===== src/rtl/sort4_ctrl_pkg.sv =====
`default_nettype none
// +----------------------------------------------------------------------------+
// | Module   : sort4_ctrl_pkg                                                  |
// | Purpose  : Shared constants, state encoding and compare-pair table for     |
// |            the four-operand sequential sorter.                             |
// | Revision : 1.0  initial release                                            |
// +----------------------------------------------------------------------------+
package sort4_ctrl_pkg;

    localparam int unsigned c_WIDTH   = 4;
    localparam int unsigned c_N       = 4;
    localparam int unsigned c_NSTEPS  = 6;
    localparam int unsigned c_STEP_W  = 3;
    localparam int unsigned c_IDX_W   = 2;
    localparam int unsigned c_SWAP_W  = 3;

    localparam logic [c_STEP_W-1:0] c_LAST_STEP = 3'd5;

    localparam logic [1:0] c_ST_IDLE = 2'd0;
    localparam logic [1:0] c_ST_SORT = 2'd1;
    localparam logic [1:0] c_ST_DONE = 2'd2;

    // Lower index of the adjacent pair compared at each step: a 3-pass bubble network.
    localparam logic [c_IDX_W-1:0] c_PAIR_LO [c_NSTEPS] = '{2'd0, 2'd1, 2'd2, 2'd0, 2'd1, 2'd0};

    function automatic logic [c_IDX_W-1:0] pair_lo(input logic [c_STEP_W-1:0] step);
        if (step <= c_LAST_STEP) begin
            return c_PAIR_LO[step];
        end
        return '0;
    endfunction

endpackage
`default_nettype wire


===== src/rtl/magcom4bit.sv =====
`default_nettype none
// +----------------------------------------------------------------------------+
// | Module   : magcom4bit                                                      |
// | Purpose  : 4-bit unsigned magnitude comparator (equal / greater / less).   |
// | Revision : 1.0  initial release                                            |
// +----------------------------------------------------------------------------+
module magcom4bit (
    input  logic [3:0] a,
    input  logic [3:0] b,
    output logic       e,
    output logic       g,
    output logic       l
);

    assign e = (a == b);
    assign g = (a > b);
    assign l = (a < b);

endmodule
`default_nettype wire


===== src/rtl/sort4_ctrl.sv =====
`default_nettype none
// +----------------------------------------------------------------------------+
// | Module   : sort4_ctrl                                                      |
// | Purpose  : Sorts four unsigned operands ascending with one shared          |
// |            comparator, one compare-exchange per cycle, fixed latency.      |
// | Revision : 1.0  initial release                                            |
// +----------------------------------------------------------------------------+
module sort4_ctrl
    import sort4_ctrl_pkg::*;
#(
    parameter int unsigned WIDTH = c_WIDTH,
    parameter int unsigned N     = c_N
) (
    input  logic                clk,
    input  logic                rst_n,
    input  logic                start,
    input  logic [WIDTH-1:0]    a0,
    input  logic [WIDTH-1:0]    a1,
    input  logic [WIDTH-1:0]    a2,
    input  logic [WIDTH-1:0]    a3,
    output logic [WIDTH-1:0]    s0,
    output logic [WIDTH-1:0]    s1,
    output logic [WIDTH-1:0]    s2,
    output logic [WIDTH-1:0]    s3,
    output logic                busy,
    output logic                done,
    output logic [c_SWAP_W-1:0] swaps,
    output logic                eq_seen
);

    logic [1:0]             r_state;
    logic [c_STEP_W-1:0]    r_step;
    logic [WIDTH-1:0]       r_work [N];
    logic [c_SWAP_W-1:0]    r_swaps;
    logic                   r_eq;

    logic [c_IDX_W-1:0]     w_lo;
    logic [c_IDX_W-1:0]     w_hi;
    logic [WIDTH-1:0]       w_cmp_a;
    logic [WIDTH-1:0]       w_cmp_b;
    logic                   w_e;
    logic                   w_g;
    logic                   w_l;
    logic                   w_swap;
    logic [WIDTH-1:0]       w_next_work [N];
    logic [c_SWAP_W-1:0]    w_next_swaps;
    logic                   w_next_eq;

    assign w_lo    = pair_lo(r_step);
    assign w_hi    = w_lo + 2'd1;
    assign w_cmp_a = r_work[w_lo];
    assign w_cmp_b = r_work[w_hi];

    magcom4bit u_cmp (
        .a (w_cmp_a),
        .b (w_cmp_b),
        .e (w_e),
        .g (w_g),
        .l (w_l)
    );

    // Exchange only on a clean "greater"; ties never move, which keeps the sort stable.
    assign w_swap = w_g & ~w_e & ~w_l;

    always_comb begin
        w_next_work = r_work;
        if (w_swap) begin
            w_next_work[w_lo] = w_cmp_b;
            w_next_work[w_hi] = w_cmp_a;
        end
        w_next_swaps = r_swaps + {{(c_SWAP_W-1){1'b0}}, w_swap};
        w_next_eq    = r_eq | w_e;
    end

    always_ff @(posedge clk or negedge rst_n) begin
        if (!rst_n) begin
            r_state <= c_ST_IDLE;
            r_step  <= '0;
            for (int i = 0; i < N; i++) begin
                r_work[i] <= '0;
            end
            r_swaps <= '0;
            r_eq    <= 1'b0;
            s0      <= '0;
            s1      <= '0;
            s2      <= '0;
            s3      <= '0;
            swaps   <= '0;
            eq_seen <= 1'b0;
            busy    <= 1'b0;
            done    <= 1'b0;
        end else begin
            case (r_state)
                c_ST_IDLE: begin
                    done <= 1'b0;
                    if (start) begin
                        r_work[0] <= a0;
                        r_work[1] <= a1;
                        r_work[2] <= a2;
                        r_work[3] <= a3;
                        r_step    <= '0;
                        r_swaps   <= '0;
                        r_eq      <= 1'b0;
                        busy      <= 1'b1;
                        r_state   <= c_ST_SORT;
                    end
                end
                c_ST_SORT: begin
                    r_work  <= w_next_work;
                    r_swaps <= w_next_swaps;
                    r_eq    <= w_next_eq;
                    // The final step's exchange is folded straight into the result registers.
                    if (r_step == c_LAST_STEP) begin
                        s0      <= w_next_work[0];
                        s1      <= w_next_work[1];
                        s2      <= w_next_work[2];
                        s3      <= w_next_work[3];
                        swaps   <= w_next_swaps;
                        eq_seen <= w_next_eq;
                        busy    <= 1'b0;
                        done    <= 1'b1;
                        r_state <= c_ST_DONE;
                    end else begin
                        r_step <= r_step + 3'd1;
                    end
                end
                c_ST_DONE: begin
                    done    <= 1'b0;
                    r_state <= c_ST_IDLE;
                end
                default: begin
                    busy    <= 1'b0;
                    done    <= 1'b0;
                    r_state <= c_ST_IDLE;
                end
            endcase
        end
    end

endmodule
`default_nettype wire


===== config.mk =====
export PLATFORM = sky130hd
export DESIGN_NAME = sort4_ctrl
export DESIGN_NICKNAME = d
export VERILOG_FILES = /design/src/rtl/sort4_ctrl_pkg.sv /design/src/rtl/magcom4bit.sv /design/src/rtl/sort4_ctrl.sv
export SDC_FILE = /design/constraint.sdc
export NUM_CORES = 1
export LEC_CHECK = 0
export ABC_CLOCK_PERIOD_IN_PS = 4050
export CORE_MARGIN = 3
export CORE_UTILIZATION = 30
export DETAILED_ROUTE_END_ITERATION = 8
export HOLD_SLACK_MARGIN = 0.15
export PLACE_DENSITY = 0.57
export SLEW_MARGIN = 25
export SYNTH_ARGS = -nofsm -noshare
export SYNTH_HDL_FRONTEND = slang
export SYNTH_SLANG_ARGS = --single-unit

===== constraint.sdc =====
create_clock -name clk -period 4.05 [get_ports clk]
set_input_delay 0.405 -clock clk [delete_from_list [all_inputs] [get_ports clk]]
set_output_delay 0.405 -clock clk [all_outputs]
set_load 0.02 [all_outputs]

# After elaboration in Yosys (flattened, before gate mapping)
# Memories as Yosys holds them, arrays and structs flattened.
# Index checks and enable logic that the tools add are counted.
# Widths: inputs -> output; s select.
[totals] regBits=47 latch_bits=0 ram_bits=0 rom_bits=16 in_bits=19 output_inout_bits=22 wordCells=87 n_memories=1
[op_classes] addsub=3 n_mul=0 div_mod_pow=0 n_lt_le_gt_ge=8 n_eq_ne=7 shifts=0 n_mux=34 n_bitwise=9 n_reduce_logical=9
[mem_list] name="(no name shown)" depth=8 word_bits=2 read_ports=1 rd_clocked_by_memory_dff=0 write_ports=0 line="sort4_ctrl_pkg.sv:28" rtl="return c_PAIR_LO[step];"
[ops] op="$bwmux 16" count=2
[ops] op="$mux 16" count=2
[ops] op="$pmux 16 s2" count=1
[ops] op="$mux 4" count=6
[ops] op="$bmux 4 s2" count=2
[ops] op="$demux 4 s2" count=2
[ops] op="$mux 2" count=6
[ops] op="$pmux 3 s2" count=2
[ops] op="$ge 3x3->1 const B" count=2
[ops] op="$lt 3x1->1 const B" count=2
[ops] op="$mux 1" count=6
[ops] op="$mux 3" count=2
[ops] op="$ne 2x2->1 const B" count=3
[ops] op="$not 2->3" count=2
[ops] op="$reduce_and 2->1" count=3
[ops] op="$reduce_and 3->1" count=2
[ops] op="$eq 4x4->1" count=1
[ops] op="$ge 4x4->1 const B" count=1
[ops] op="$gt 4x4->1" count=1
[ops] op="$lt 4x4->1" count=1
[ops] op="$not 3->4" count=1
[ops] op="$pmux 2 s2" count=1
[ops] op="$add 3x1->3" count=1
[ops] op="$add 3x1->3 const B" count=1
[ops] op="13 further kinds" count=17

# Longest topological paths before layout
# Gate-level depths: netlist of the first run.
[logic_depth] depth_word=17 depth_mapped=16 depth_no_buf=16

# Modules after synthesis
# A second synthesis of the first run with hierarchy kept.
[hier_totals] hier_cells=337 hier_area_um2=2970.3
[by_module_without_submodules] module="sort4_ctrl" n_inst=1 cells_each=321 area_per_inst_um2=2841.5
[by_module_without_submodules] module="magcom4bit" n_inst=1 cells_each=16 area_per_inst_um2=128.9

# Worst setup path after synthesis of the first run
# OpenSTA, ideal clock, no wires.
[synth_timing] kind="reg-to-reg" startpoint="register r_step[0]" endpoint="register swaps[1]" arrival_ns=3.392 t_required_ns=3.925 setup_slack_ns=0.533 path_stages_with_launch=15 path_buffers=2 synth_period_minus_slack_ns=3.517 path_cell_list="dfrtp_1 > inv_1 > ha_1 > nor2b_1 > buf_2 > ha_1 > mux4_2 > inv_1 > ha_1 > and4_1 > clkbuf_1 > nor2_1 > ha_1 > ha_1 > mux2_2"
[synth_between] elab_chain_cells=16 elab_cells_between_ends=27 cone_classes="add/sub (2); order compare (3); eq/ne (2); mux (11); bitwise (7); reduce/logical (1); memory (1)"
[synth_rtl] item="from (decl)" line="sort4_ctrl.sv:32" rtl="logic [c_STEP_W-1:0] r_step;"
[synth_rtl] item="from (signal assigned)" line="sort4_ctrl.sv:124" rtl="r_step <= r_step + 3'd1;"
[synth_rtl] item="$not 3->4 (implied by the code)" line="sort4_ctrl_pkg.sv:28"
[synth_rtl] item="$mem_v2 8x2"
[synth_rtl] item="$mux 2 (implied by the code) (2 in series)" line="sort4_ctrl_pkg.sv:28"
[synth_rtl] item="$mux 2" line="sort4_ctrl_pkg.sv:27" rtl="if (step <= c_LAST_STEP) begin"
[synth_rtl] item="$mux 2 (*)" line="sort4_ctrl_pkg.sv:30" rtl="return '0;"
[synth_rtl] item="parallel branches: the longest is 8 deep, another holds $gt 4x4->1"
[synth_rtl] item="$and 1x1->1 (*)" line="sort4_ctrl.sv:63" rtl="assign w_swap = w_g & ~w_e & ~w_l;"
[synth_rtl] item="$add 3x1->3 (*)" line="sort4_ctrl.sv:71" rtl="w_next_swaps = r_swaps + {{(c_SWAP_W-1){1'b0}}, w_swap};"
[synth_rtl] item="via w_next_swaps[1]" line="sort4_ctrl.sv:46" rtl="logic [c_SWAP_W-1:0] w_next_swaps;"
[synth_rtl] item="to (signal assigned)" line="sort4_ctrl.sv:118" rtl="swaps <= w_next_swaps;"
[synth_rtl] item="to (decl)" line="sort4_ctrl.sv:27" rtl="output logic [c_SWAP_W-1:0] swaps,"
# Mark *: on every way through the listed nets, which the timed path passes. The select of a mux whose other input is x is not followed.
# A chain may end at the register's enable or synchronous reset.

# Final worst setup path of the first run
[layout_timing] startpoint="register r_step[1]" endpoint="register r_swaps[2]"
[layout_between] elab_chain_cells=17 elab_cells_between_ends=26 cone_classes="add/sub (2); order compare (3); eq/ne (1); mux (12); bitwise (7); memory (1)"
[layout_rtl] item="$not 3->4 (implied by the code)" line="sort4_ctrl_pkg.sv:28"
[layout_rtl] item="$mem_v2 8x2"
[layout_rtl] item="$mux 2 (implied by the code) (2 in series)" line="sort4_ctrl_pkg.sv:28"
[layout_rtl] item="$mux 2" line="sort4_ctrl_pkg.sv:27"
[layout_rtl] item="$mux 2 (*)" line="sort4_ctrl_pkg.sv:30"
[layout_rtl] item="parallel branches: the longest is 8 deep, another holds $gt 4x4->1"
[layout_rtl] item="$and 1x1->1 (*)" line="sort4_ctrl.sv:63"
[layout_rtl] item="$add 3x1->3 (*)" line="sort4_ctrl.sv:71"
[layout_rtl] item="$pmux 3 s2 (*)" line="sort4_ctrl.sv:93" rtl="case (r_state)"
[layout_rtl] item="to (signal assigned)" line="sort4_ctrl.sv:110" rtl="r_swaps <= w_next_swaps;"
[layout_rtl] item="to (decl)" line="sort4_ctrl.sv:34" rtl="logic [c_SWAP_W-1:0] r_swaps;"
# Mark *: on every way between the ends. The select of a mux whose other input is x is not followed.

==> impl_metrics.csv, run 1 <==
group,metric,value,unit
place,place_ws,414,ps
critical_path,crit_path_end_kind,"flop",
floorplanning,core,8760,um2
layout,multi_input_area,1440,um2
layout,drive_gt1_share,9.97,%
cts,htreeDepth,2,
critical_path,crit_required,4250,ps
detailed_routing,via_count,2325,
logic_synthesis,ys_ff_latch,47,
floorplanning,die_w,101,um
layout,final_cells,429,
global_route,grt_start_max_net_pins,48,
sta,rsz0062_at_grt,"no",
place,io_buffers,40,
detailed_routing,drt_pre_antenna_iters,4,
floorplanning,die_h,101,um
outcome,status,"finished clean",
critical_path,worstSetupPathType,"flop to flop",
sta,whs,180,ps
critical_path,cp_top_family,"adder cells",
critical_path,worstPathCellList,"inv_1 > ha_1 > o21a_4 > ha_1 > mux4_2 > inv_1 > ha_1 > a21oi_1 > o211a_1 > nor2_1 > ha_1 > ha_1 > nor3b_1 > o21ai_0 > nand2_1",
cts,worst_skew_pair.late_latency,310,ps
critical_path,start_kind,"flop",
sta,tns,0,ps
detailed_routing,via_per_inst,5.42,
sta,setup_viol,0,
floorplanning,num_io_pins,41,
cts,post_cts_resized,0,
detailed_routing,antenna_left,0,
layout,syn2layout_area_growth,23.4,%
detailed_routing,wl,7370,um
logic_synthesis,yosysWarnings,0,
place,dp.cells,421,
sta,worstMarginPinSlew,751,ps
cts,root_buffer,"clkbuf_8",
worst_hold_path,hold_path_class,"input port to asynchronous set/reset pin",
sta,max_freq,271,MHz
logic_synthesis,netlist_area,2720,um2
layout,antenna_cells,0,
global_route,track_usage,15.3,%
layout,nNetsFinal,354,
logic_synthesis,syn_nets,312,
logic_synthesis,ys_types,39,
sta,period_needed,3690,ps
sta,timing.final.ws_setup,356,ps
floorplanning,rows,34,
floorplanning,dieArea,10200,um2
detailed_routing,routedWlPerCell,17.2,um
logic_synthesis,ys_async_sr_fraction,100,%
global_route,grt_overflow,0,
cts,post_cts_buffers,0,
floorplanning,start_util,31.0,%
critical_path,critPathMaxFanout,13,
place,gp_congestion,0.855,
logic_synthesis,synth_ff_type,"dfrtp_1",
cts,clock_sinks,47,
detailed_routing,drc,0,
layout,fillers,900,
detailed_routing,drt_iter0_drc,207,
logic_synthesis,syn_inst,278,
cts,cts_buffers,5,
cts,cts_buffer_depth,2,
cts,holdBufCountCts,0,
place,hpwl,5410,um
critical_path,critPathMostFrequentCell,"ha_1",
sta,fin_crit_sh,91.2,%
sta,drv_slew,0,
critical_path,arrival,3900,ps
run,cap_viol_max_count,0,
global_route,grt_pass1_vias,2263,
sta,fin_skew,4.93,ps
global_route,grt_pass1_wl,12300,um
sta,max_slew_margin,49.6,%
critical_path,cpPeakStageDelay,420,ps
logic_synthesis,ys_seq_area_share,43.3,%
cts,path_clk_slew,90,ps
critical_path,crit_slowest_cell,"dfrtp_1",
logic_synthesis,synth-edff-count,0,
logic_synthesis,avgSynthCellArea,9.77,um2
sta,hold_viol,0,
cts,tritoncts,"yes",
global_route,antenna_found_initial,0,
critical_path,critical_path_buf_inv_count,2,
layout,regArea,1180,um2
-- worst paths after layout --
kind                            slack [ps]             startpoint  depth (start not counted)                      to
worst max-delay path                   360  r_step[1]$_DFFE_PN0P_                         15  r_swaps[2]$_DFFE_PN0P_
max in group asynchronous             3450                  rst_n                          2   r_work[4]$_DFFE_PN0P_
worst min register to register         480      s0[0]$_DFFE_PN0P_                          2       s0[0]$_DFFE_PN0P_
worst min-delay path                   180                  rst_n                          2       s0[1]$_DFFE_PN0P_
min in group clk                       480      s0[0]$_DFFE_PN0P_                          2       s0[0]$_DFFE_PN0P_
worst max register to register         360  r_step[1]$_DFFE_PN0P_                         15  r_swaps[2]$_DFFE_PN0P_
-- state kept, by name, indices dropped and copies added (netlist names) --
name and cells:
swaps 3, eq_seen 1, r_state 2, s3 4, r_swaps 3, busy 1, r_work 16, r_step 3
s1 4, r_eq 1, done 1, s0 4, s2 4
-- cell families (layout without fill, tap and decap cells) --
| family | count (synthesis) | after routing | share of synthesized area, % |
|---|---|---|---|
| adder cells (fa/ha/maj) | 15 | 15 | 6.91 |
| XOR/XNOR | 1 | 1 | 0.322 |
| multiplexers | 11 | 11 | 6.08 |
| buffers and inverters | 27 | 70 | 3.87 |
| AO/OA/AOI/OAI | 100 | 100 | 26.4 |
| flip-flops | 47 | 47 | 43.3 |
| AND/OR/NAND/NOR | 77 | 77 | 13.1 |
-- worst reg2reg max path, cell delays in order (launching register included) --
cell	delay (ps)
dfrtp_1	420
inv_1	60
ha_1	340
o21a_4	320
ha_1	390
mux4_2	400
inv_1	100
ha_1	260
a21oi_1	190
o211a_1	240
nor2_1	90
ha_1	200
ha_1	210
nor3b_1	140
o21ai_0	150
nand2_1	60
-- synth_stat cells, types with 6 or more instances --
cell type	count	area, um2
a22o_1	10	87.6
clkbuf_1	13	48.8
a22oi_1	8	60.1
o2bb2ai_1	8	70.1
nand2_1	29	109
ha_1	15	188
nor2_1	23	86.3
a21o_1	6	45.0
inv_1	12	45.0
dfrtp_1	47	1180
a21oi_1	7	35.0
o21ai_0	22	110
o31ai_1	9	67.6
o22ai_1	14	87.6
-- layer usage --
metal  GRT usage [%]  wire (um)  up-vias
met5               0          0        -
met2            25.1       3610       58
met1            20.3       3270     1126
met4            4.91        161        0
li1                -          -     1129
met3            3.37        328       12
-- stage by stage --
| step | instance area, um2 | util (%) |
|---|---|---|
| 2_1_floorplan | 2720 | - |
| 3_3_place_gp | 3270 | 37.3 |
| 3_5_place_dp | 3270 | 37.3 |
| 4_1_cts | 3350 | 38.2 |
| 5_1_grt | 3350 | 38.2 |
| 6_report | 3350 | 38.2 |
-- area by class of cell --
class / instances / area share [%]
multi-input cells: 204 / 43.0
clock inverters: 2 / 0.373
flip-flops and latches: 47 / 35.1
inverters: 13 / 1.53
clock buffers: 6 / 2.17
well taps: 108 / 4.03
repair buffers: 49 / 13.8
-- cell usage in the layout (no fill, tap or decap), drive strengths merged, types with 5 or more instances in the layout --
master	synthesis	layout
a21o	6	6
o21ai	22	22
a21oi	7	7
nand3	5	5
clkbuf	13	6
inv	13	13
buf	1	10
dfrtp	47	47
nand2	29	29
o22ai	16	16
o2bb2ai	8	8
o31ai	9	9
a22o	10	10
a22oi	8	8
clkdlybuf4s50	0	39
nor2	23	23
nor3	5	5
ha	15	15
Power of run 1 is not shown: default switching activity piles up to over one toggle a cycle in this logic, so the estimate is an artifact.
==> run 2: changes to the inputs <==
--- a/config.mk
+++ b/config.mk
@@ -6,6 +6,7 @@
 export NUM_CORES = 1
 export LEC_CHECK = 0
 export ABC_CLOCK_PERIOD_IN_PS = 4050
+export CORE_ASPECT_RATIO = 2
 export CORE_MARGIN = 3
 export CORE_UTILIZATION = 30
 export DETAILED_ROUTE_END_ITERATION = 8
==> impl_metrics.csv, run 2 (same netlist as run 1, synthesis figures left out) <==
group,metric,value,unit
cts,cts_buffers,5,
run,cap_viol_max_count,0,
sta,worstMarginPinSlew,624,ps
detailed_routing,wl,8010,um
sta,fin_skew,6.34,ps
detailed_routing,antenna_left,0,
critical_path,critPathMostFrequentCell,"ha_1",
layout,mostFrequentLayoutCell,"dfrtp_1",
critical_path,cp_top_family,"adder cells",
cts,htreeDepth,2,
place,gp_congestion,0.950,
layout,drive_gt1_share,9.72,%
critical_path,critPathMaxFanout,14,
floorplanning,rows,48,
global_route,met1_usage,16.8,%
floorplanning,start_util,31.2,%
sta,period_needed,3530,ps
sta,max_freq,283,MHz
floorplanning,die_w,73.3,um
detailed_routing,drt_iter0_drc,133,
floorplanning,num_io_pins,41,
critical_path,ff2ff_setup_slack,520,ps
cts,post_cts_resized,0,
global_route,grt_pass1_wl,12800,um
worst_hold_path,hold_path_class,"input port to asynchronous set/reset pin",
sta,setup_viol,0,
global_route,grt_start_max_net_pins,48,
cts,worst_skew_pair.late_latency,290,ps
global_route,grt_most_used_layer,"met2",
outcome,status,"finished clean",
layout,antenna_cells,0,
detailed_routing,drc,0,
layout,final_util,39.1,%
critical_path,crit_required,4230,ps
critical_path,rr_endpoint,"r_swaps[2]$_DFFE_PN0P_",
floorplanning,dieArea,10300,um2
cts,holdBufCountCts,0,
place,hpwl,6130,um
detailed_routing,drt_pre_antenna_iters,4,
detailed_routing,via_per_inst,5.73,
critical_path,crit_path_end_kind,"flop",
detailed_routing,routedWlPerCell,19.1,um
critical_path,worstPathCellList,"inv_1 > ha_1 > nor2b_1 > buf_4 > ha_1 > mux4_2 > inv_1 > ha_1 > a21oi_1 > o211a_1 > nor2_1 > ha_1 > ha_1 > nor3b_1 > o21ai_0 > nand2_1",
global_route,track_usage,16.1,%
sta,rsz0062_at_grt,"no",
place,place_area,3240,um2
global_route,grt_overflow,0,
global_route,antenna_found_initial,0,
global_route,use_met2,29.5,%
cts,cts_buffer_depth,2,
cts,post_cts_buffers,0,
layout,layout_common_cells,"dfrtp_1, clkdlybuf4s50_1, nand2_1",
sta,hold_viol,0,
critical_path,worstSetupPathType,"flop to flop",
detailed_routing,via_count,2401,
sta,drv_slew,0,
sta,fin_crit_sh,87.1,%
critical_path,path_depth,16,
layout,largest_reg_flops,16,
global_route,grtUsageMet3,2.07,%
critical_path,arrival,3710,ps
critical_path,r2r-start,"r_step[0]$_DFFE_PN0P_",
critical_path,worstSetupStartpoint,"r_step[0]$_DFFE_PN0P_",
place,io_buffers,40,
layout,syn2layout_area_growth,25.3,%
cts,root_buffer,"clkbuf_16",
critical_path,cp-endpoint,"r_swaps[2]$_DFFE_PN0P_",
place,place_ws,529,ps
critical_path,start_kind,"flop",
sta,max_slew_margin,58.4,%
layout,design_area,3400,um2
cts,path_clk_slew,60,ps
critical_path,r2r_cells,16,
cts,clock_sinks,47,
critical_path,crit_slowest_cell,"dfrtp_1",
floorplanning,core,8710,um2
floorplanning,die_h,141,um
layout,nNetsFinal,352,
sta,tns,0,ps
critical_path,critical_path_buf_inv_count,3,
layout,regMostFlops,"r_work",
cts,tritoncts,"yes",
global_route,grt_pass1_vias,2399,
sta,timing.final.ws_setup,522,ps
critical_path,cpPeakStageDelay,400,ps
run 2: cell count changes in the layout (fill, tap and decap cells not counted), sizes merged:
cell / change
clkinv: -1
buf: -2
clkbuf: +1
run 2: worst min-delay path by stage:
stage | from | end | cells past startpoint
2_1_floorplan | rst_n | busy$_DFFE_PN0P_ | 0
3_3_place_gp | s0[2]$_DFFE_PN0P_ | s0[2]$_DFFE_PN0P_ | 2
3_5_place_dp | s0[3]$_DFFE_PN0P_ | s0[3]$_DFFE_PN0P_ | 2
4_1_cts | rst_n | r_step[2]$_DFFE_PN0P_ | 1
5_1_grt | rst_n | s1[1]$_DFFE_PN0P_ | 1
6_report | rst_n | s1[0]$_DFFE_PN0P_ | 1
run 2: cell type report:
class,instances,area [um2]
clock inverter,1,7.51
clock buffer,7,153
multi-input combinational,204,1440
timing repair buffer,47,450
fill,855,5310
sequential,47,1180
tap,100,125
inverter,13,51.3
run 2: through the flow:
stage / hold WS [ps] / std cells
3_3_place_gp: 459 / 411
3_5_place_dp: 471 / 411
2_1_floorplan: 109 / 278
5_1_grt: 181 / 419
4_1_cts: 153 / 419
6_report: 118 / 419
run 2: metal layers:
layer | part of all wire [%] | up-vias
li1 | - | 1121
met1 | 35 | 1172
met2 | 56 | 86
met3 | 3.9 | 22
met4 | 4.5 | 0
met5 | 0 | -
run 2: worst register-to-register path, stage by stage, from the launching register on:
cell,delay [ps]
dfrtp_1,400
inv_1,80
ha_1,180
nor2b_1,120
buf_4,190
ha_1,390
mux4_2,390
inv_1,90
ha_1,260
a21oi_1,210
o211a_1,260
nor2_1,90
ha_1,190
ha_1,220
nor3b_1,150
o21ai_0,140
nand2_1,60
Power of run 2 is left out for the same reason.
